## config.mk

```make
export PLATFORM = sky130hd
export DESIGN_NAME = chunked_subtractor
export DESIGN_NICKNAME = d
export VERILOG_FILES = /design/src/rtl/sub_pkg.sv /design/src/rtl/sub_chunk.sv /design/src/rtl/chunked_subtractor.sv
export SDC_FILE = /design/constraint.sdc
export NUM_CORES = 1
export LEC_CHECK = 0
export CAP_MARGIN = 20
export CORE_UTILIZATION = 30
export DETAILED_ROUTE_END_ITERATION = 6
export HOLD_SLACK_MARGIN = 0.02
export PLACE_DENSITY = 0.51
export SYNTH_ARGS = -nofsm -noshare
export SYNTH_HDL_FRONTEND = slang
export SYNTH_HIERARCHICAL = 1
export SYNTH_SLANG_ARGS = --single-unit
```

## constraint.sdc

```tcl
create_clock -name clk -period 5.6 [get_ports clk]
set_clock_uncertainty 0.2 [all_clocks]
set_input_delay 0.56 -clock clk [delete_from_list [all_inputs] [get_ports clk]]
set_output_delay 0.56 -clock clk [all_outputs]
set_load 0.01 [all_outputs]
```

## src/rtl/sub_pkg.sv

```systemverilog
// rtl/sub_pkg.sv - shared types and constants for the chunked subtract/add unit
//
// Contents:
//   state_t   control FSM states (IDLE, RUN, DONE)
//   MODE_ADD  mode encoding for A + B + Cin
//   MODE_SUB  mode encoding for A - B - Bin
package sub_pkg;

  typedef enum logic [1:0] {
    IDLE = 2'd0,
    RUN  = 2'd1,
    DONE = 2'd2
  } state_t;

  localparam logic MODE_ADD = 1'b0;
  localparam logic MODE_SUB = 1'b1;

endpackage

```

## src/rtl/sub_chunk.sv

```systemverilog
// rtl/sub_chunk.sv - combinational CHUNK-bit ripple subtract/add slice
//
// Ports:
//   a, b   in   CHUNK  operand slices
//   cin    in   1      borrow-in (sub) / carry-in (add)
//   mode   in   1      MODE_SUB or MODE_ADD
//   d      out  CHUNK  result slice
//   cout   out  1      borrow-out (sub) / carry-out (add)
module sub_chunk
  import sub_pkg::*;
#(
  parameter int CHUNK = 4
) (
  input  logic [CHUNK-1:0] a,
  input  logic [CHUNK-1:0] b,
  input  logic             cin,
  input  logic             mode,
  output logic [CHUNK-1:0] d,
  output logic             cout
);

  always_comb begin : ripple
    logic c;
    d = '0;
    c = cin;
    // Sum/difference bit is the same XOR in both modes; only the chain term differs.
    for (int i = 0; i < CHUNK; i++) begin
      d[i] = a[i] ^ b[i] ^ c;
      if (mode == MODE_SUB) begin
        c = (~a[i] & b[i]) | ((~a[i] | b[i]) & c);
      end else begin
        c = (a[i] & b[i]) | ((a[i] | b[i]) & c);
      end
    end
    cout = c;
  end

endmodule

```

## src/rtl/chunked_subtractor.sv

```systemverilog
// rtl/chunked_subtractor.sv - multi-cycle WIDTH-bit subtract/add, CHUNK bits per cycle
//
// Ports:
//   clk        in   1      clock, rising edge
//   rst        in   1      asynchronous active-high reset
//   in_valid   in   1      operands valid
//   in_ready   out  1      idle and able to accept
//   a          in   WIDTH  minuend / addend
//   b          in   WIDTH  subtrahend / addend
//   bin        in   1      borrow-in (sub) / carry-in (add)
//   mode       in   1      1 = subtract, 0 = add
//   out_valid  out  1      result valid
//   out_ready  in   1      consumer takes result
//   diff       out  WIDTH  result
//   bout       out  1      borrow-out / carry-out from MSB
//   ovf        out  1      signed overflow
//   zero       out  1      diff == 0
module chunked_subtractor
  import sub_pkg::*;
#(
  parameter int WIDTH = 16,
  parameter int CHUNK = 4
) (
  input  logic             clk,
  input  logic             rst,
  input  logic             in_valid,
  output logic             in_ready,
  input  logic [WIDTH-1:0] a,
  input  logic [WIDTH-1:0] b,
  input  logic             bin,
  input  logic             mode,
  output logic             out_valid,
  input  logic             out_ready,
  output logic [WIDTH-1:0] diff,
  output logic             bout,
  output logic             ovf,
  output logic             zero
);

  localparam int NCYC = WIDTH / CHUNK;
  localparam int CW   = (NCYC > 1) ? $clog2(NCYC) : 1;

  if (WIDTH % CHUNK != 0) begin : g_width_check
    $error("chunked_subtractor: WIDTH must be a multiple of CHUNK");
  end

  state_t           state_q, state_n;
  logic [CW-1:0]    cnt_q;
  logic [WIDTH-1:0] a_q, b_q, diff_q, diff_n;
  logic             mode_q, br_q, bout_q, ovf_q, zero_q;
  logic [CHUNK-1:0] a_chunk, b_chunk, d_chunk;
  logic             c_out, last, accept, ovf_n;

  assign a_chunk = a_q[cnt_q*CHUNK +: CHUNK];
  assign b_chunk = b_q[cnt_q*CHUNK +: CHUNK];
  assign last    = (cnt_q == CW'(NCYC - 1));
  assign accept  = (state_q == IDLE) && in_valid;

  sub_chunk #(.CHUNK(CHUNK)) u_chunk (
    .a    (a_chunk),
    .b    (b_chunk),
    .cin  (br_q),
    .mode (mode_q),
    .d    (d_chunk),
    .cout (c_out)
  );

  always_ff @(posedge clk or posedge rst) begin
    if (rst) begin
      state_q <= IDLE;
    end else begin
      state_q <= state_n;
    end
  end

  always_comb begin
    state_n   = state_q;
    in_ready  = 1'b0;
    out_valid = 1'b0;
    case (state_q)
      IDLE: begin
        in_ready = ~rst;
        if (in_valid) state_n = RUN;
      end
      RUN: begin
        if (last) state_n = DONE;
      end
      DONE: begin
        out_valid = 1'b1;
        if (out_ready) state_n = IDLE;
      end
      default: state_n = IDLE;
    endcase
  end

  // Result with the current chunk merged in; flags on the final chunk use this
  // so they are registered in the same edge as the last result bits.
  always_comb begin
    diff_n = diff_q;
    diff_n[cnt_q*CHUNK +: CHUNK] = d_chunk;
  end

  always_comb begin
    if (mode_q == MODE_SUB) begin
      ovf_n = (a_q[WIDTH-1] != b_q[WIDTH-1]) && (diff_n[WIDTH-1] != a_q[WIDTH-1]);
    end else begin
      ovf_n = (a_q[WIDTH-1] == b_q[WIDTH-1]) && (diff_n[WIDTH-1] != a_q[WIDTH-1]);
    end
  end

  always_ff @(posedge clk or posedge rst) begin
    if (rst) begin
      a_q    <= '0;
      b_q    <= '0;
      mode_q <= 1'b0;
      br_q   <= 1'b0;
      cnt_q  <= '0;
      diff_q <= '0;
      bout_q <= 1'b0;
      ovf_q  <= 1'b0;
      zero_q <= 1'b0;
    end else if (accept) begin
      a_q    <= a;
      b_q    <= b;
      mode_q <= mode;
      br_q   <= bin;
      cnt_q  <= '0;
    end else if (state_q == RUN) begin
      diff_q <= diff_n;
      br_q   <= c_out;
      cnt_q  <= cnt_q + CW'(1);
      if (last) begin
        bout_q <= c_out;
        ovf_q  <= ovf_n;
        zero_q <= (diff_n == '0);
      end
    end
  end

  assign diff = diff_q;
  assign bout = bout_q;
  assign ovf  = ovf_q;
  assign zero = zero_q;

endmodule

```

After elaboration in Yosys (flattened, before gate mapping)

Index checks and enable logic that the tools add are counted.

Register bits: 57
Output and inout bits: 21
Logic and storage cells: 96

Add/sub/neg operators: 2
Equal/unequal tests: 9
Shift operators: 4
Mux-type cells: 16
Bitwise operators: 46
Reduce and logical (&&, ||, !) cells: 9

Operator list:

| operator                | number |
|---|---|
| $neg 4->34              | 1 |
| $shift 4x34->16 const A | 1 |
| $shiftx 4x34->16        | 1 |
| $shiftx 16x5->4         | 2 |
| $and 1x1->1             | 16 |
| $bwmux 16               | 1 |
| $logic_not 16->1        | 1 |
| $or 1x1->1              | 16 |
| $mux 2                  | 5 |
| $mux 1                  | 9 |
| $xor 1x1->1             | 8 |
| $ne 2x2->1 const B      | 3 |
| $not 1->1               | 6 |
| $pmux 2 s3              | 1 |
| $reduce_and 3->1        | 2 |
| $eq 2x2->1 const B      | 2 |
| $logic_and 1x1->1       | 3 |
| $add 2x1->2 const B     | 1 |
| $eq 2x1->1 const B      | 1 |
| $logic_not 2->1         | 1 |
| $ne 1x1->1              | 2 |
| $reduce_and 2->1        | 1 |
| $reduce_bool 2->1       | 1 |
| $eq 1x1->1              | 1 |

Longest topological paths before layout

Gate-level depths: netlist of run 1.

Word-level depth: 18
Gate-level depth with buffers: 15
Mapped depth without buffers: 13

Hierarchy

Netlist of run 1, hierarchy kept.

By module, submodules not included:

| module             | times used | cells an instance | area each (um2) | seq. area each (um2) |
|---|---|---|---|---|
| chunked_subtractor | 1          | 190               | 2642.5          | 1426.4 |
| sub_chunk          | 1          | 20                | 235.2           | 0.0 |

Least setup slack after synthesis of run 1

OpenSTA, ideal clock, no wires.

Path kind: reg-to-reg
Start point: register cnt_q[0]
End point: register zero_q (netlist: zero)
Library setup time: 66 ps
Arrival time: 4299 ps
Data required time: 5334 ps
Setup slack: 1036 ps
Stages on the path, launching flop included: 16
Clock period less this slack: 4564 ps
Cell sequence: dfrtp_1 buf_4 clkbuf_1 mux4_2 inv_1 fa_1 mux2i_1 fa_1 mux2_4 fa_1 mux2i_1 fa_1 a21oi_1 o22ai_1 nor4b_2 a32o_2

Cells in the longest elaborated chain, start to end: 16
Elaborated cells between the ends (all ways): 47
Classes of those cells: add/sub: 1; eq/ne: 1; shift: 4; mux: 4; bitwise: 35; reduce/logical: 2

Ends and longest elaborated chain:

| item                                  | line                             | source |
|---|---|---|
| start: declaration                    | chunked_subtractor.sv:48         | `logic [CW-1:0] cnt_q;` |
| start signal: assignment              | chunked_subtractor.sv:131        | `cnt_q <= cnt_q + CW'(1);` |
| $shiftx 16x5->4 *                     | chunked_subtractor.sv:54         | `assign a_chunk = a_q[cnt_q*CHUNK +: CHUNK];` |
| named net a_chunk[0]                  | chunked_subtractor.sv:51         | `logic [CHUNK-1:0] a_chunk, b_chunk, d_chunk;` |
| $not 1->1                             | sub_chunk.sv:30                  | `c = (~a[i] & b[i]) \| ((~a[i] \| b[i]) & c);` |
| $or 1x1->1                            | sub_chunk.sv:30                  |  |
| $and 1x1->1                           | sub_chunk.sv:30                  |  |
| $or 1x1->1                            | sub_chunk.sv:30                  |  |
| $mux 1 *                              | sub_chunk.sv:29                  | `if (mode == MODE_SUB) begin` |
| $and 1x1->1, on equally long branches | sub_chunk.sv:32, sub_chunk.sv:30 |  |
| [... 2 more ...]                      | --                               |  |
| $and 1x1->1, on equally long branches | sub_chunk.sv:32, sub_chunk.sv:30 |  |
| $or 1x1->1, on equally long branches  | sub_chunk.sv:32, sub_chunk.sv:30 |  |
| $mux 1 *                              | sub_chunk.sv:29                  |  |
| $xor 1x1->1 *                         | sub_chunk.sv:28                  | `d[i] = a[i] ^ b[i] ^ c;` |
| named net d_chunk[3]                  | chunked_subtractor.sv:51         |  |
| $shiftx 4x34->16 *                    | chunked_subtractor.sv:100        | `diff_n[cnt_q*CHUNK +: CHUNK] = d_chunk;` |
| $bwmux 16 *                           | chunked_subtractor.sv:100        |  |
| $logic_not 16->1 *                    | chunked_subtractor.sv:135        | `zero_q <= (diff_n == '0);` |
| end signal: assignment                | chunked_subtractor.sv:135        |  |
| end: declaration                      | chunked_subtractor.sv:50         | `logic mode_q, br_q, bout_q, ovf_q, zero_q;` |

The timed path passes the listed nets; every way through them passes the cells marked *.
A chain may end at the register's enable or synchronous reset.

Worst setup path after layout of run 1

Start point: register cnt_q[0]
End point: register zero_q (netlist: zero)

Elaborated cells between the ends (all ways): 47
Classes of those cells: add/sub: 1; eq/ne: 1; shift: 4; mux: 4; bitwise: 35; reduce/logical: 2

RTL lines:

| item                                  | line                             | source |
|---|---|---|
| $shiftx 16x5->4 *                     | chunked_subtractor.sv:55         | `assign b_chunk = b_q[cnt_q*CHUNK +: CHUNK];` |
| named net b_chunk[0]                  | chunked_subtractor.sv:51         |  |
| $or 1x1->1, on equally long branches  | sub_chunk.sv:32, sub_chunk.sv:30 |  |
| $and 1x1->1, on equally long branches | sub_chunk.sv:32, sub_chunk.sv:30 |  |
| $or 1x1->1, on equally long branches  | sub_chunk.sv:32, sub_chunk.sv:30 |  |
| $mux 1 *                              | sub_chunk.sv:29                  |  |
| $and 1x1->1, on equally long branches | sub_chunk.sv:32, sub_chunk.sv:30 |  |
| $or 1x1->1, on equally long branches  | sub_chunk.sv:32, sub_chunk.sv:30 |  |
| $mux 1 *                              | sub_chunk.sv:29                  |  |
| $and 1x1->1, on equally long branches | sub_chunk.sv:32, sub_chunk.sv:30 |  |
| $or 1x1->1, on equally long branches  | sub_chunk.sv:32, sub_chunk.sv:30 |  |
| $mux 1 *                              | sub_chunk.sv:29                  |  |
| $xor 1x1->1 *                         | sub_chunk.sv:28                  |  |
| named net d_chunk[3]                  | chunked_subtractor.sv:51         |  |
| $shiftx 4x34->16 *                    | chunked_subtractor.sv:100        |  |
| $bwmux 16 *                           | chunked_subtractor.sv:100        |  |
| $logic_not 16->1 *                    | chunked_subtractor.sv:135        |  |

Marks and branches as above.

==> results of run 1 <==
==> area by class of cell <==
class	instances	area [sq um]	share of cell area
Tap cell	129	161	0.0427
Clock buffer	10	138	0.0364
Inverter	12	45.0	0.0119
Timing Repair Buffer	62	611	0.161
Multi-Input combinational cell	130	1360	0.358
Clock inverter	4	45.0	0.0119
Sequential cell	57	1430	0.377
==> worst max-delay path, cell delays in order, from the launching register on <==
cell and delay, ns:
dfrtp_1 0.61, mux4_2 0.56, inv_1 0.14, fa_1 0.18, mux2i_1 0.11, fa_1 0.38
mux2_4 0.29, fa_1 0.37, mux2i_1 0.28, fa_1 0.61, a21oi_1 0.22, o22ai_1 0.13
nor4b_2 0.25, a32o_2 0.20
==> power by group through the flow <==
| stage | sequential [uW] | combinational, uW | clock (uW) |
|---|---|---|---|
| CTS | 760 | 1420 | 381 |
| floorplan | 712 | 1010 | 0 |
| finish | 751 | 1420 | 369 |
| global route | 783 | 1550 | 401 |
| global placement | 769 | 1400 | 0 |
| detailed placement | 768 | 1410 | 0 |
==> cells in the mapped netlist (3+ instances only) <==
| library cell | number | area, sq um |
|---|---|---|
| dfrtp_1 | 57 | 1430 |
| mux2_2 | 34 | 383 |
| a32o_1 | 15 | 150 |
| nand2_1 | 13 | 48.8 |
| inv_1 | 12 | 45.0 |
| fa_1 | 8 | 160 |
| mux4_2 | 8 | 180 |
| clkbuf_1 | 6 | 22.5 |
| ha_1 | 6 | 75.1 |
| nor2_1 | 4 | 15.0 |
| nor4_1 | 4 | 25.0 |
| o21ai_0 | 4 | 20.0 |
| a21oi_1 | 3 | 15.0 |
| buf_2 | 3 | 15.0 |
| mux2i_1 | 3 | 30.0 |
| nand2b_1 | 3 | 18.8 |
==> worst max path at each step <==
stage	start	to	slack, ns	cells after the start
final	cnt_q[0]$_DFFE_PP0P_	zero$_DFFE_PP0P_	1.01	13
after global placement	cnt_q[0]$_DFFE_PP0P_	zero$_DFFE_PP0P_	1.19	13
after CTS	cnt_q[0]$_DFFE_PP0P_	zero$_DFFE_PP0P_	1.01	13
after detailed placement	cnt_q[0]$_DFFE_PP0P_	zero$_DFFE_PP0P_	1.06	13
after global routing	cnt_q[0]$_DFFE_PP0P_	zero$_DFFE_PP0P_	0.74	13
after floorplan	cnt_q[0]$_DFFE_PP0P_	zero$_DFFE_PP0P_	1.04	15
==> registers in the layout, indices dropped and copies added, names as in the netlist, 2 cells and up <==
name,flops
b_q,16
a_q,16
state_q,2
cnt_q,2
diff,16
==> per-layer routing <==
layer	part of all wire	track usage
met5	0	0
met4	0.0094	0.0611
met2	0.46	0.210
met3	0.055	0.0439
met1	0.47	0.178
==> cell usage in the layout, fill, tap and decap left out, types with 2 or more instances in the layout <==
cell	synthesis	routed
clkinv_2	0	3
o31ai_1	2	2
ha_1	6	6
inv_1	12	11
mux2i_1	3	3
buf_4	1	4
nor3b_2	1	2
nor4_1	4	4
a32o_1	15	15
o21ai_0	4	4
fa_1	8	8
clkdlybuf4s50_1	0	58
mux2_2	34	34
nor3_1	2	2
nand2_1	13	13
mux4_2	8	8
a21oi_1	3	3
nand2b_1	3	3
nor2_1	4	4
dfrtp_1	57	57
nor2b_1	2	2
o22ai_1	2	2
clkbuf_8	0	10
==> stage by stage <==
step / util / cells / power (uW) / hold slack, ns / setup slack [ns]
final: 0.407 / 404 / 2540 / 0.288 / 1.01
after global routing: 0.407 / 404 / 2740 / 0.323 / 0.740
after CTS: 0.407 / 404 / 2560 / 0.295 / 1.01
after detailed placement: 0.388 / 390 / 2180 / 0.279 / 1.06
after global placement: 0.388 / 390 / 2170 / 0.271 / 1.19
after floorplan: - / 210 / 1720 / 0.246 / 1.04
==> kinds of logic after synthesis <==
kind of cell,share of synthesized area
DFF,0.496
muxes,0.211
and+or+nand+nor,0.0752
AOI/OAI and AO/OA,0.0978
buffers and inverters,0.0352
adders and majority gates,0.0817
xor gates and xnor gates,0.00304
==> impl_results.md, run 1 <==
* Post_cts resized at 0
* Post CTS Setup Buffer Count at 0
* Die area at approximately 10000 sq um
* Final Cycle Share at 0.820
* Hold path depth at 2
* CTS tree: yes
* Die Ht at approximately 100 um
* Hold Startpoint: br_q$_DFFE_PP0P_
* IO Pins at 59
* Post-synthesis async set-or-reset flop share at 1.00
* Seq/Total Area, Yosys at 0.496
* Fin nets at 324
* Cells after synthesis at 210
* Netlist cell types at 39
* Final Cell Area at 3780 sq um
* Synthesized Nets at between 200 and 300
* Worst EP arrival at 4.67 ns
* Rel. slew slack at 0.509
* Global-route wire length before repair at 10300 um
* Placed cell area at between 3000 and 4000 sq um
* GRT Overall Usage at 0.137
* Max-slew violations at 0
* Clk network pwr share at 0.145
* Share of total power in sequential cells at 0.296
* H-tree levels at 3
* Clock Sinks at 57
* Crit Path Class: flip-flop to flip-flop
* HP Class: flip-flop to flip-flop
* Vias in the first global route at slightly above 2000
* CTS Hold Buffers Added at 0
* Max VDD drop at around 0.31 mV
* Max Cap Viol at 0
* Pleak at 0.00156 uW
* Drt wl/cell at 15.3 um
* Initial DRC Count at 74
* Reg2reg setup slack at ~1.0 ns
* Antenna diodes at 0
* Worst path required time at between 5 and 6 ns
* Mean Syn Cell Area at roughly 14 sq um
* Global route overflow at 0
* PD cells at about 670 nW/um^2
* Die Width at roughly 100 um
* Crit. End Element: flip-flop
* RSZ-0062 raised after global routing: no
* Drt via density at 4.84
* Slew @ Worst Pin at approximately 0.74 ns
* Clock latency at the later pin of the worst-skew pair at between 0.3 and 0.4 ns
* Input/output buffers at 58
* Layout cell share with drive strength beyond 1 at 0.255
* Number of core rows at 35
* Setup violations, final at 0
* Number of synthesized flops with an enable pin at 0
* FF-to-FF Start: cnt_q[0]$_DFFE_PP0P_
* Fill cells at between 900 and 1000
* Fmax at around 220 MHz
* CP max FO at 8
* Final antenna-violating net count at 0
* Switching power of the nets at 1060 uW
* Flops & latches, synth at between 50 and 60
* Status: finished, final reports clean
* Clock Path Buffers at 2
* Pin count of the biggest net entering global routing at 58
* Area growth syn-to-layout at 31.4%
* Placeable Area at 9280 sq um
* Num CTS Buffers at 9
* Fin crit period at roughly 4.6 ns
* Hold Fails Final Rpt at 0
* Primary FF master, synth: dfrtp_1
* Detail Placement HPWL at about 4300 um
* Vias at slightly below 2000
* Residual DRC at 0
* Synth Warn # at 6
* Clk pin slew, worst setup/hold paths at around 0.07 ns
* Drt pass-1 iters at 4
* Setup tns final at 0 ns
* Initial cell density of the core at 0.310
* Initial antenna violation count at 0
* Gpl congestion at 0.698
* Comb power frac at 0.558
* Sink of the worst hold path: br_q$_DFFE_PP0P_
* Final wirelength at a little over 6000 um
* FF-to-FF End: zero$_DFFE_PP0P_
* Crit start category: flip-flop
* CTS Root Cell: clkbuf_8
* Worst r2r path cells at 13
* Synth Cell Area at 2880 sq um
* Sw frac at 0.420
* Cell Int Power at 1470 uW
Power figures use the tool's default switching activity.
==> inputs of run 2 (changes only) <==
--- a/config.mk
+++ b/config.mk
@@ -9,7 +9,7 @@
 export CORE_UTILIZATION = 30
 export DETAILED_ROUTE_END_ITERATION = 6
 export HOLD_SLACK_MARGIN = 0.02
-export PLACE_DENSITY = 0.51
+export PLACE_DENSITY = 0.53
 export SYNTH_ARGS = -nofsm -noshare
 export SYNTH_HDL_FRONTEND = slang
 export SYNTH_HIERARCHICAL = 1
==> constraint.sdc (replaced) <==
create_clock -name clk -period 3.8 [get_ports clk]
set_clock_uncertainty 0.2 [all_clocks]
set_input_delay 0.38 -clock clk [delete_from_list [all_inputs] [get_ports clk]]
set_output_delay 0.38 -clock clk [all_outputs]
set_load 0.01 [all_outputs]
==> impl_results.md, run 2 (synthesis gave the netlist of run 1 again) <==
* Status: finished, violations left
* Failing checks: negative setup slack
* Vias at 1997
* Max-slew violations at 0
* Worst path required time at ~3.9 ns
* GRT Overall Usage at 0.139
* Fin nets at roughly 340
* Final antenna-violating net count at 0
* Rel. slew slack at 0.676
* Setup violations, final at 4
* Pleak at 0.00160 uW
* Antenna diodes at 0
* Detail Placement HPWL at about 4600 um
* Final wirelength at around 6300 um
* Most frequent cells in the layout: clkdlybuf4s50_1 (58), dfrtp_1 (56), mux2_2 (34)
* Worst EP arrival at about 4.0 ns
* CP max-delay cell: mux4_2
* Clk pin slew, worst setup/hold paths at approximately 0.060 ns
* IO Pins at 59
* Final Cycle Share at 1.04
* Hold Fails Final Rpt at 0
* Crit. End Element: flip-flop
* Pre-CTS setup slack at -0.263 ns
* H-tree levels at 3
* Fin crit period at about 3.9 ns
* Max VDD drop at roughly 0.56 mV
* Placed cell area at approximately 3700 sq um
* CTS tree: yes
* PD cells at about 1100 nW/um^2
* Clock latency at the later pin of the worst-skew pair at 0.33 ns
* Die Width at 99.9 um
* PnR worst setup slack at -0.136 ns
* Pin count of the biggest net entering global routing at 38
* CP max FO at 4
* Most common cell after layout, fill and taps aside: clkdlybuf4s50_1
* Initial antenna violation count at 0
* Num CTS Buffers at 9
* Crit Path Class: flip-flop to flip-flop
* Max Cap Viol at 0
* Area growth syn-to-layout at 35.7%
* Layout cell share with drive strength beyond 1 at 0.328
* Drt wl/cell at between 15 and 20 um
* CTS Root Cell: clkbuf_8
* Placeable Area at 9280 sq um
* Global route overflow at 0
* Input/output buffers at 58
* Worst stage delay on the critical path at around 0.51 ns
* Most used cell, CP: fa_2
* Number of core rows at 35
* Global-route wire length before repair at between 10000 and 15000 um
* Initial DRC Count at 43
* Initial cell density of the core at 0.310
* Vias in the first global route at 2084
* Clock Sinks at 57
* Drt pass-1 iters at 4
* Gpl congestion at 0.737
* Fmax at 254 MHz
* Die Ht at roughly 100 um
* Crit start category: flip-flop
* Clock Path Buffers at 2
* Die area at roughly 10000 sq um
* Slew @ Worst Pin at between 0.4 and 0.5 ns
* RSZ-0062 raised after global routing: yes
* Residual DRC at 0
* Critical path cell sequence: mux4_2 -> inv_2 -> fa_2 -> mux2i_4 -> fa_2 -> mux2_4 -> fa_2 -> mux2i_4 -> fa_2 -> a21oi_2 -> o22ai_1 -> nor4b_2 -> a32o_2
* HP Class: input pin to asynchronous set/reset pin
* Final Cell Area at 3910 sq um
* Drt via density at a little under 5
-- run 2: layout make-up --
class                      instances  area [sq um]
multi-input combinational        130          1410
sequential                        57          1430
tap                              129           161
inverter                          12          45.0
clock buffer                      12           145
fill                             910          5380
clock inverter                     1          5.00
timing repair buffer              75           716
-- run 2: critical path, delay by kind of cell (launching register included) --
kind,cells,cell delay [ns]
AOI/OAI and AO/OA,3,0.45
adders and majority gates,4,1.42
muxes,4,1.06
and+or+nand+nor,1,0.24
buffers and inverters,1,0.10
DFF,1,0.40
-- run 2: report_power, final --
group,leakage (uW),switching [uW],internal (uW)
Clock,0.0000782,221,242
Sequential,0.000704,202,884
Combinational,0.000815,1320,1510
-- run 2: repair_timing --
action / in CTS / in global routing
hold buffers: 0 / 0
gates resized for setup: 2 / 7
setup buffers: 2 / 5
endpoints found under the setup margin: 2 / 5
pin swaps: 2 / 1
-- run 2: routing by layer --
| layer | global-route usage | routed length (um) | share of wire | up-vias |
|---|---|---|---|---|
| li1 | - | - | - | 925 |
| met1 | 0.190 | 3050 | 0.48 | 1004 |
| met2 | 0.211 | 2890 | 0.46 | 57 |
| met3 | 0.0320 | 292 | 0.046 | 11 |
| met4 | 0.0645 | 118 | 0.019 | 0 |
| met5 | 0 | 0 | 0 | - |
-- run 2: final timing paths --
| path | from | endpoint | slack [ns] | depth (start not counted) |
|---|---|---|---|---|
| min in group clk | a_q[10]$_DFFE_PP0P_ | a_q[10]$_DFFE_PP0P_ | 0.30 | 1 |
| max in group asynchronous | rst | cnt_q[0]$_DFFE_PP0P_ | 2.55 | 3 |
| setup reg to reg | cnt_q[0]$_DFFE_PP0P_ | zero$_DFFE_PP0P_ | -0.14 | 13 |
| hold reg to reg | a_q[10]$_DFFE_PP0P_ | a_q[10]$_DFFE_PP0P_ | 0.30 | 1 |
| hold / removal | rst | state_q[1]$_DFFE_PP0P_ | 0.21 | 2 |
| setup / recovery | cnt_q[0]$_DFFE_PP0P_ | zero$_DFFE_PP0P_ | -0.14 | 13 |
-- run 2: through the flow --
stage               hold WS [ns]  setup TNS [ns]  total power [uW]  utilization  instances
floorplan                  0.246          -0.548              2690            -        210
global placement           0.263          -0.214              3490        0.396        397
detailed placement         0.291          -0.452              3530        0.396        397
CTS                        0.228          -0.380              4120        0.415        412
global route               0.257          -0.998              4700        0.421        416
finish                     0.211          -0.333              4370        0.421        416
==> inputs of run 3 (changes only) <==
--- a/config.mk
+++ b/config.mk
@@ -5,7 +5,7 @@
 export SDC_FILE = /design/constraint.sdc
 export NUM_CORES = 1
 export LEC_CHECK = 0
-export CAP_MARGIN = 20
+export CAP_MARGIN = 30
 export CORE_UTILIZATION = 30
 export DETAILED_ROUTE_END_ITERATION = 6
 export HOLD_SLACK_MARGIN = 0.02
==> results of run 3 <==
Same layout as run 2: the final DEF is identical, and so are final timing and power.
